<file path="src/rtl/mem_stage.sv">
`default_nettype none
// ============================================================================
// Module   : mem_stage
// Brief    : MEM stage of the pipeline. Waits for the data-SRAM response on
//            memory ops, aligns/extends load data and hands results to WB
//            under valid/allow_in flow control; exports a forwarding bus to ID.
// Revision : 1.0 - initial release
// ============================================================================
module mem_stage #(
  parameter int EX_TO_MEM_W = 75,
  parameter int MEM_TO_WB_W = 70,
  parameter int MEM_TO_ID_W = 40
) (
  input  logic                   clk,
  input  logic                   resetn,
  input  logic                   ex_to_mem_valid,
  output logic                   mem_allow_in,
  input  logic [EX_TO_MEM_W-1:0] ex_to_mem_bus,
  input  logic                   data_sram_data_ok,
  input  logic [31:0]            data_sram_rdata,
  input  logic                   wb_allow_in,
  output logic                   mem_to_wb_valid,
  output logic [MEM_TO_WB_W-1:0] mem_to_wb_bus,
  output logic [MEM_TO_ID_W-1:0] mem_to_id_bus
);

  localparam logic [1:0] S_EMPTY = 2'd0;
  localparam logic [1:0] S_RUN   = 2'd1;
  localparam logic [1:0] S_WAIT  = 2'd2;
  localparam logic [1:0] S_DONE  = 2'd3;

  localparam logic [1:0] SZ_B = 2'd0;
  localparam logic [1:0] SZ_H = 2'd1;

  logic [1:0]             state_q, state_d;
  logic                   mem_valid_q, mem_valid_d;
  logic                   buf_valid_q, buf_valid_d;
  logic [31:0]            buf_q, buf_d;
  logic [EX_TO_MEM_W-1:0] bus_q, bus_d;

  // Fields of the instruction currently held in MEM
  logic [31:0] w_pc;
  logic [31:0] w_alu_result;
  logic        w_mem_req;
  logic        w_res_from_mem;
  logic [1:0]  w_mem_size;
  logic        w_mem_unsigned;
  logic        w_reg_we;
  logic [4:0]  w_reg_waddr;
  logic        w_in_mem_req;

  logic        w_ok_in_wait;
  logic        w_ready_go;
  logic        w_allow_in;
  logic        w_capture;

  logic [31:0] w_src;
  logic [7:0]  w_byte;
  logic [15:0] w_half;
  logic [31:0] w_load_data;
  logic [31:0] w_final_result;
  logic        w_load_pending;

  assign w_pc           = bus_q[74:43];
  assign w_alu_result   = bus_q[42:11];
  assign w_mem_req      = bus_q[10];
  assign w_res_from_mem = bus_q[9];
  assign w_mem_size     = bus_q[8:7];
  assign w_mem_unsigned = bus_q[6];
  assign w_reg_we       = bus_q[5];
  assign w_reg_waddr    = bus_q[4:0];
  assign w_in_mem_req   = ex_to_mem_bus[10];

  // ---------------------------------------------------------------- state reg
  always_ff @(posedge clk or negedge resetn) begin
    if (!resetn) begin
      state_q <= S_EMPTY;
    end else begin
      state_q <= state_d;
    end
  end

  // ---------------------------------------------------------- handshake logic
  // data_ok only counts while a request is outstanding; strays are dropped.
  always_comb begin
    w_ok_in_wait = (state_q == S_WAIT) && data_sram_data_ok;
    w_ready_go   = !w_mem_req || buf_valid_q || w_ok_in_wait;
    w_allow_in   = !mem_valid_q || (w_ready_go && wb_allow_in);
    w_capture    = w_ok_in_wait && !w_allow_in;
  end

  // ---------------------------------------------------------- next-state comb
  always_comb begin
    state_d = state_q;
    if (w_allow_in) begin
      if (!ex_to_mem_valid) begin
        state_d = S_EMPTY;
      end else if (w_in_mem_req) begin
        state_d = S_WAIT;
      end else begin
        state_d = S_RUN;
      end
    end else if (w_capture) begin
      state_d = S_DONE;
    end
  end

  // ------------------------------------------------------------- output comb
  always_comb begin
    mem_allow_in    = w_allow_in;
    mem_to_wb_valid = mem_valid_q && w_ready_go;
    w_load_pending  = mem_valid_q && w_res_from_mem && !w_ready_go;
  end

  // ------------------------------------------------------------ datapath regs
  always_comb begin
    mem_valid_d = mem_valid_q;
    bus_d       = bus_q;
    buf_valid_d = buf_valid_q;
    buf_d       = buf_q;
    if (w_allow_in) begin
      mem_valid_d = ex_to_mem_valid;
      buf_valid_d = 1'b0;
      if (ex_to_mem_valid) begin
        bus_d = ex_to_mem_bus;
      end
    end else if (w_capture) begin
      // WB is stalled: hold the response until it can be handed off
      buf_valid_d = 1'b1;
      buf_d       = data_sram_rdata;
    end
  end

  always_ff @(posedge clk or negedge resetn) begin
    if (!resetn) begin
      mem_valid_q <= 1'b0;
      buf_valid_q <= 1'b0;
      buf_q       <= 32'd0;
      bus_q       <= '0;
    end else begin
      mem_valid_q <= mem_valid_d;
      buf_valid_q <= buf_valid_d;
      buf_q       <= buf_d;
      bus_q       <= bus_d;
    end
  end

  // ------------------------------------------------------ load align / extend
  always_comb begin
    w_src = buf_valid_q ? buf_q : data_sram_rdata;
    case (w_alu_result[1:0])
      2'd0:    w_byte = w_src[7:0];
      2'd1:    w_byte = w_src[15:8];
      2'd2:    w_byte = w_src[23:16];
      default: w_byte = w_src[31:24];
    endcase
    w_half = w_alu_result[1] ? w_src[31:16] : w_src[15:0];
    case (w_mem_size)
      SZ_B:    w_load_data = {{24{!w_mem_unsigned && w_byte[7]}}, w_byte};
      SZ_H:    w_load_data = {{16{!w_mem_unsigned && w_half[15]}}, w_half};
      default: w_load_data = w_src;
    endcase
    w_final_result = w_res_from_mem ? w_load_data : w_alu_result;
  end

  assign mem_to_wb_bus = {w_pc, w_final_result, w_reg_we, w_reg_waddr};
  assign mem_to_id_bus = {mem_valid_q, w_reg_we, w_reg_waddr, w_final_result, w_load_pending};

  // A response with nothing outstanding indicates a broken upstream protocol
  a_data_ok_in_wait : assert property (@(posedge clk) disable iff (!resetn)
    data_sram_data_ok |-> (state_q == S_WAIT))
    else $warning("mem_stage: data_ok outside WAIT ignored");

endmodule
`default_nettype wire

</file>
<file path="config.mk">
export PLATFORM = sky130hd
export DESIGN_NAME = mem_stage
export DESIGN_NICKNAME = d
export VERILOG_FILES = /design/src/rtl/mem_stage.sv
export SDC_FILE = /design/constraint.sdc
export NUM_CORES = 1
export LEC_CHECK = 0
export BUFFER_PORTS_ARGS = -buffer_cell sky130_fd_sc_hd__buf_2
export CAP_MARGIN = 40
export CORE_MARGIN = 10
export CORE_UTILIZATION = 40
export CTS_CLUSTER_DIAMETER = 120
export DETAILED_ROUTE_END_ITERATION = 10
export HOLD_SLACK_MARGIN = 0.02
export PLACE_DENSITY = 0.75
export REMOVE_ABC_BUFFERS = 1
export SYNTH_ARGS = -nofsm -noshare
export SYNTH_HDL_FRONTEND = slang
export SYNTH_SLANG_ARGS = --single-unit
</file>
<file path="constraint.sdc">
create_clock -name clk -period 2.3 [get_ports clk]
set_clock_uncertainty 0.1 [all_clocks]
set_input_delay 0.23 -clock clk [delete_from_list [all_inputs] [get_ports clk]]
set_output_delay 0.23 -clock clk [all_outputs]
set_load 0.02 [all_outputs]
</file>
==> results.rst <==
.. list-table::
   :header-rows: 1

   * - Metric
     - Value
   * - Final Critical Period
     - 2.51 ns
   * - Fraction of post-synthesis cell area in the top cell type by area
     - 43.2%
   * - Setup violation total in the final timing report
     - 64
   * - Post-route ant nets
     - 0
   * - Final GP Congestion
     - 0.837
   * - CTS tree
     - done
   * - CP Capture Type
     - output port
   * - Number of iterations in the first detailed-routing pass
     - 4
   * - Wire per inst
     - 21.4 µm
   * - WS Path Type
     - flop to output port
   * - Cell at the root of the clock tree
     - sky130_fd_sc_hd__clkbuf_16
   * - Number of fill cells in the layout
     - 1168
   * - Core area
     - 15800 µm²
   * - Share of the core filled with cells in the final layout
     - 62.5%
   * - Share of layout cells above drive strength 1
     - 62.7%
   * - Clock latency at the later pin of the worst-skew pair
     - 0.36 ns
   * - Ratio of total power to cell area
     - 1640 nW/µm²
   * - Maximum clock path buffer count
     - 2
   * - Warnings from Yosys
     - 0
   * - Maximum fanout along the worst path
     - 7
   * - Chip Height
     - 147 µm
   * - Remaining routing DRC violations
     - 0
   * - Cell count after synthesis
     - 540
   * - Most frequent cells after synthesis
     - sky130_fd_sc_hd__dfrtp_1 (111), sky130_fd_sc_hd__mux2_2 (106), sky130_fd_sc_hd__buf_4 (80), sky130_fd_sc_hd__mux2_4 (28), sky130_fd_sc_hd__a21oi_1 (24)
   * - CP startpoint kind
     - flop
   * - Avg Vias per Cell
     - 5.20
   * - Die X
     - 147 µm
   * - Post-layout net count
     - 925
   * - Mean post-synth cell area
     - 11.9 µm²
   * - Normalized max-slew margin
     - 58.5%
   * - Cell with the biggest individual delay on the critical path
     - sky130_fd_sc_hd__dfrtp_2
   * - Total of flip-flops plus latches after synthesis
     - 111
   * - Async set or reset register ratio after synthesis
     - 100%
   * - Layout Area Growth over Synthesis
     - 54.0%
   * - Detailed Route Iter0 Violations
     - 209
   * - Wire length of the first global-routing pass
     - 34.1 mm
   * - Kind of cell with the highest combined delay on the critical path
     - buffers and inverters
   * - H-tree Lvls
     - 3
   * - Cell variety after synth
     - 41
   * - Number of global-route vias before repair
     - 5947
   * - Number of top-level design ports
     - 224
   * - Required time at the endpoint of the critical path
     - 1.97 ns
   * - Area contributors post-synth
     - sky130_fd_sc_hd__dfrtp_1 (43%), sky130_fd_sc_hd__mux2_2 (19%), sky130_fd_sc_hd__buf_4 (9.3%), sky130_fd_sc_hd__mux2_4 (6.5%), sky130_fd_sc_hd__mux4_2 (2.8%)
   * - Buffers added on ports
     - 223
   * - Worst min-delay path category
     - primary input to flop
   * - Aggregate routed wire length
     - 22.2 mm
   * - Clock sinks
     - 111
   * - Fin crit share
     - 109%
   * - Largest stage delay on the critical path
     - 0.45 ns
   * - Cell seen most often among critical-path stages
     - sky130_fd_sc_hd__buf_6
   * - Sequential share of the synthesized area
     - 43.2%
   * - Cell-by-cell trace of the critical path
     - buf_6, mux2i_2, a311oi_2, buf_4, o21ai_4, buf_12, a31oi_4, buf_6
   * - Number of synthesized flops with an enable pin
     - 0
   * - Violations in the final reports
     - setup timing
   * - Most frequently used flop master after synthesis
     - sky130_fd_sc_hd__dfrtp_1
   * - Cell with the most instances after synthesis
     - sky130_fd_sc_hd__dfrtp_1
   * - Aggregate global-route resource usage
     - 19.7%
   * - Via count
     - 5395
   * - Signal arrival time at the worst endpoint
     - 2.18 ns
   * - Antenna violations before repair
     - 4
   * - Initial Utilization
     - 40.6%
   * - Final WS setup
     - -0.211 ns
   * - Number of max-slew violations in the final report
     - 0
   * - Count of buffer and inverter cells on the critical path
     - 4
   * - Combined area of all synthesized cells
     - 6430 µm²
   * - Transition time at the pin with the least slew margin
     - 0.623 ns
   * - Number of failing hold endpoints at the final stage
     - 0
   * - Leak
     - 4.42 nW
   * - Largest net degree at the start of global routing
     - 112
   * - Unrepaired setup endpoints after global routing
     - true
   * - DP HPWL
     - 13.4 mm
   * - Max IR drop VDD
     - 0.833 mV
   * - Maximum Capacitance Violations
     - 0
   * - Status
     - finished, violations left
   * - Die area
     - 21500 µm²
   * - Setup tns final
     - -10.20 ns
   * - Yosys top cell by area
     - sky130_fd_sc_hd__dfrtp_1
   * - Floorplan row count
     - 46
   * - Fmax
     - 398 MHz
   * - Total overflow reported by the global router
     - 0
   * - Clock transition at the register clock pins on the worst setup and hold paths after CTS
     - 0.08 ns
   * - Cts bufs inserted
     - 9
## metrics by stage
step | power, mW | area [µm²] | instances | hold slack (ns) | setup WS, ns
3_5_place_dp | 11.2 | 7290 | 893 | 0.272 | -0.128
4_1_cts | 15.1 | 9540 | 1030 | 0.0209 | -0.188
5_1_grt | 17.0 | 9900 | 1037 | 0.0344 | -0.279
6_report | 16.3 | 9900 | 1037 | 0.0391 | -0.211
2_1_floorplan | 8.36 | 5630 | 426 | -0.166 | -2.26
3_3_place_gp | 11.1 | 7290 | 893 | 0.270 | -0.115
## cell type report
cell class,count,area (µm²),share of cell area [%]
inverter,5,18.8,0.190
clock buffer,10,239,2.41
antenna,3,7.51,0.0759
timing repair buffer,374,3080,31.2
sequential,111,2780,28.1
multi-input combinational,312,3420,34.6
clock inverter,6,72.6,0.733
tap,216,270,2.73
## cells by family (layout without fill, tap and decap cells)
logic type / after synthesis / after routing / synth area share [%]
DFF: 111 / 111 / 43.2
AOI/OAI and AO/OA: 106 / 108 / 10.6
buffers and inverters: 119 / 395 / 12.6
and+or+nand+nor: 57 / 57 / 4.83
muxes: 147 / 147 / 28.7
other: 0 / 3 / 0
## metal layers
metal  routed length (µm)  track usage [%]  vias to the layer above
met5                   20                0                        -
met1                 8530             22.4                     2707
met2                11600             34.2                      231
li1                     -                -                     2425
met4                  518             6.41                        2
met3                 1570             6.42                       30
## registers in the layout (all words and copies together), names as in the netlist
| name | cells |
|---|---|
| buf_q | 32 |
| buf_valid_q | 1 |
| bus_q | 75 |
| mem_valid_q | 1 |
| state_q | 2 |
## repair_timing
item / 4_1_cts / 5_1_grt
pin swaps: 27 / 13
gates cloned: 4 / 0
setup endpoints to repair: 64 / 64
hold buffers: 99 / 0
endpoints found under the hold margin: 210 / 0
buffers inserted: 20 / 4
resized for setup: 190 / 80
## where the power goes
| group | total, mW | internal (mW) | leakage [nW] | switching [mW] |
|---|---|---|---|---|
| registers | 3.59 | 2.93 | 1.31 | 0.661 |
| logic | 11.0 | 5.31 | 2.96 | 5.73 |
| clock network | 1.63 | 0.807 | 0.153 | 0.825 |
| total | 16.3 | 9.04 | 4.42 | 7.22 |
## layout by cell type (no fill, tap or decap), types with 10 or more instances in the layout
| cell type | n |
|---|---|
| sky130_fd_sc_hd__nor2b_1 | 11 |
| sky130_fd_sc_hd__o22ai_1 | 10 |
| sky130_fd_sc_hd__mux2_2 | 98 |
| sky130_fd_sc_hd__buf_4 | 37 |
| sky130_fd_sc_hd__buf_2 | 158 |
| sky130_fd_sc_hd__mux2_4 | 36 |
| sky130_fd_sc_hd__dfrtp_1 | 107 |
| sky130_fd_sc_hd__buf_6 | 66 |
| sky130_fd_sc_hd__dlygate4sd3_1 | 99 |
| sky130_fd_sc_hd__nand2_1 | 10 |
| sky130_fd_sc_hd__nor2_1 | 18 |
| sky130_fd_sc_hd__o21ai_2 | 10 |
## worst paths after layout
kind	end	cells past startpoint	startpoint	slack, ns
worst max-delay path	mem_to_id_bus[23]	8	buf_valid_q$_DFFE_PN0P_	-0.21
worst min-delay path	buf_q[9]$_DFFE_PN0P_	2	data_sram_rdata[9]	0.04
worst max register to register	bus_q[31]$_DFFE_PN0P_	5	state_q[0]$_DFFE_PN0P_	0.34
worst min register to register	buf_q[3]$_DFFE_PN0P_	1	buf_q[3]$_DFFE_PN0P_	0.39
max in group asynchronous	bus_q[12]$_DFFE_PN0P_	3	resetn	1.23
min in group asynchronous	bus_q[20]$_DFFE_PN0P_	3	resetn	0.39
Power figures use the tool's default switching activity.
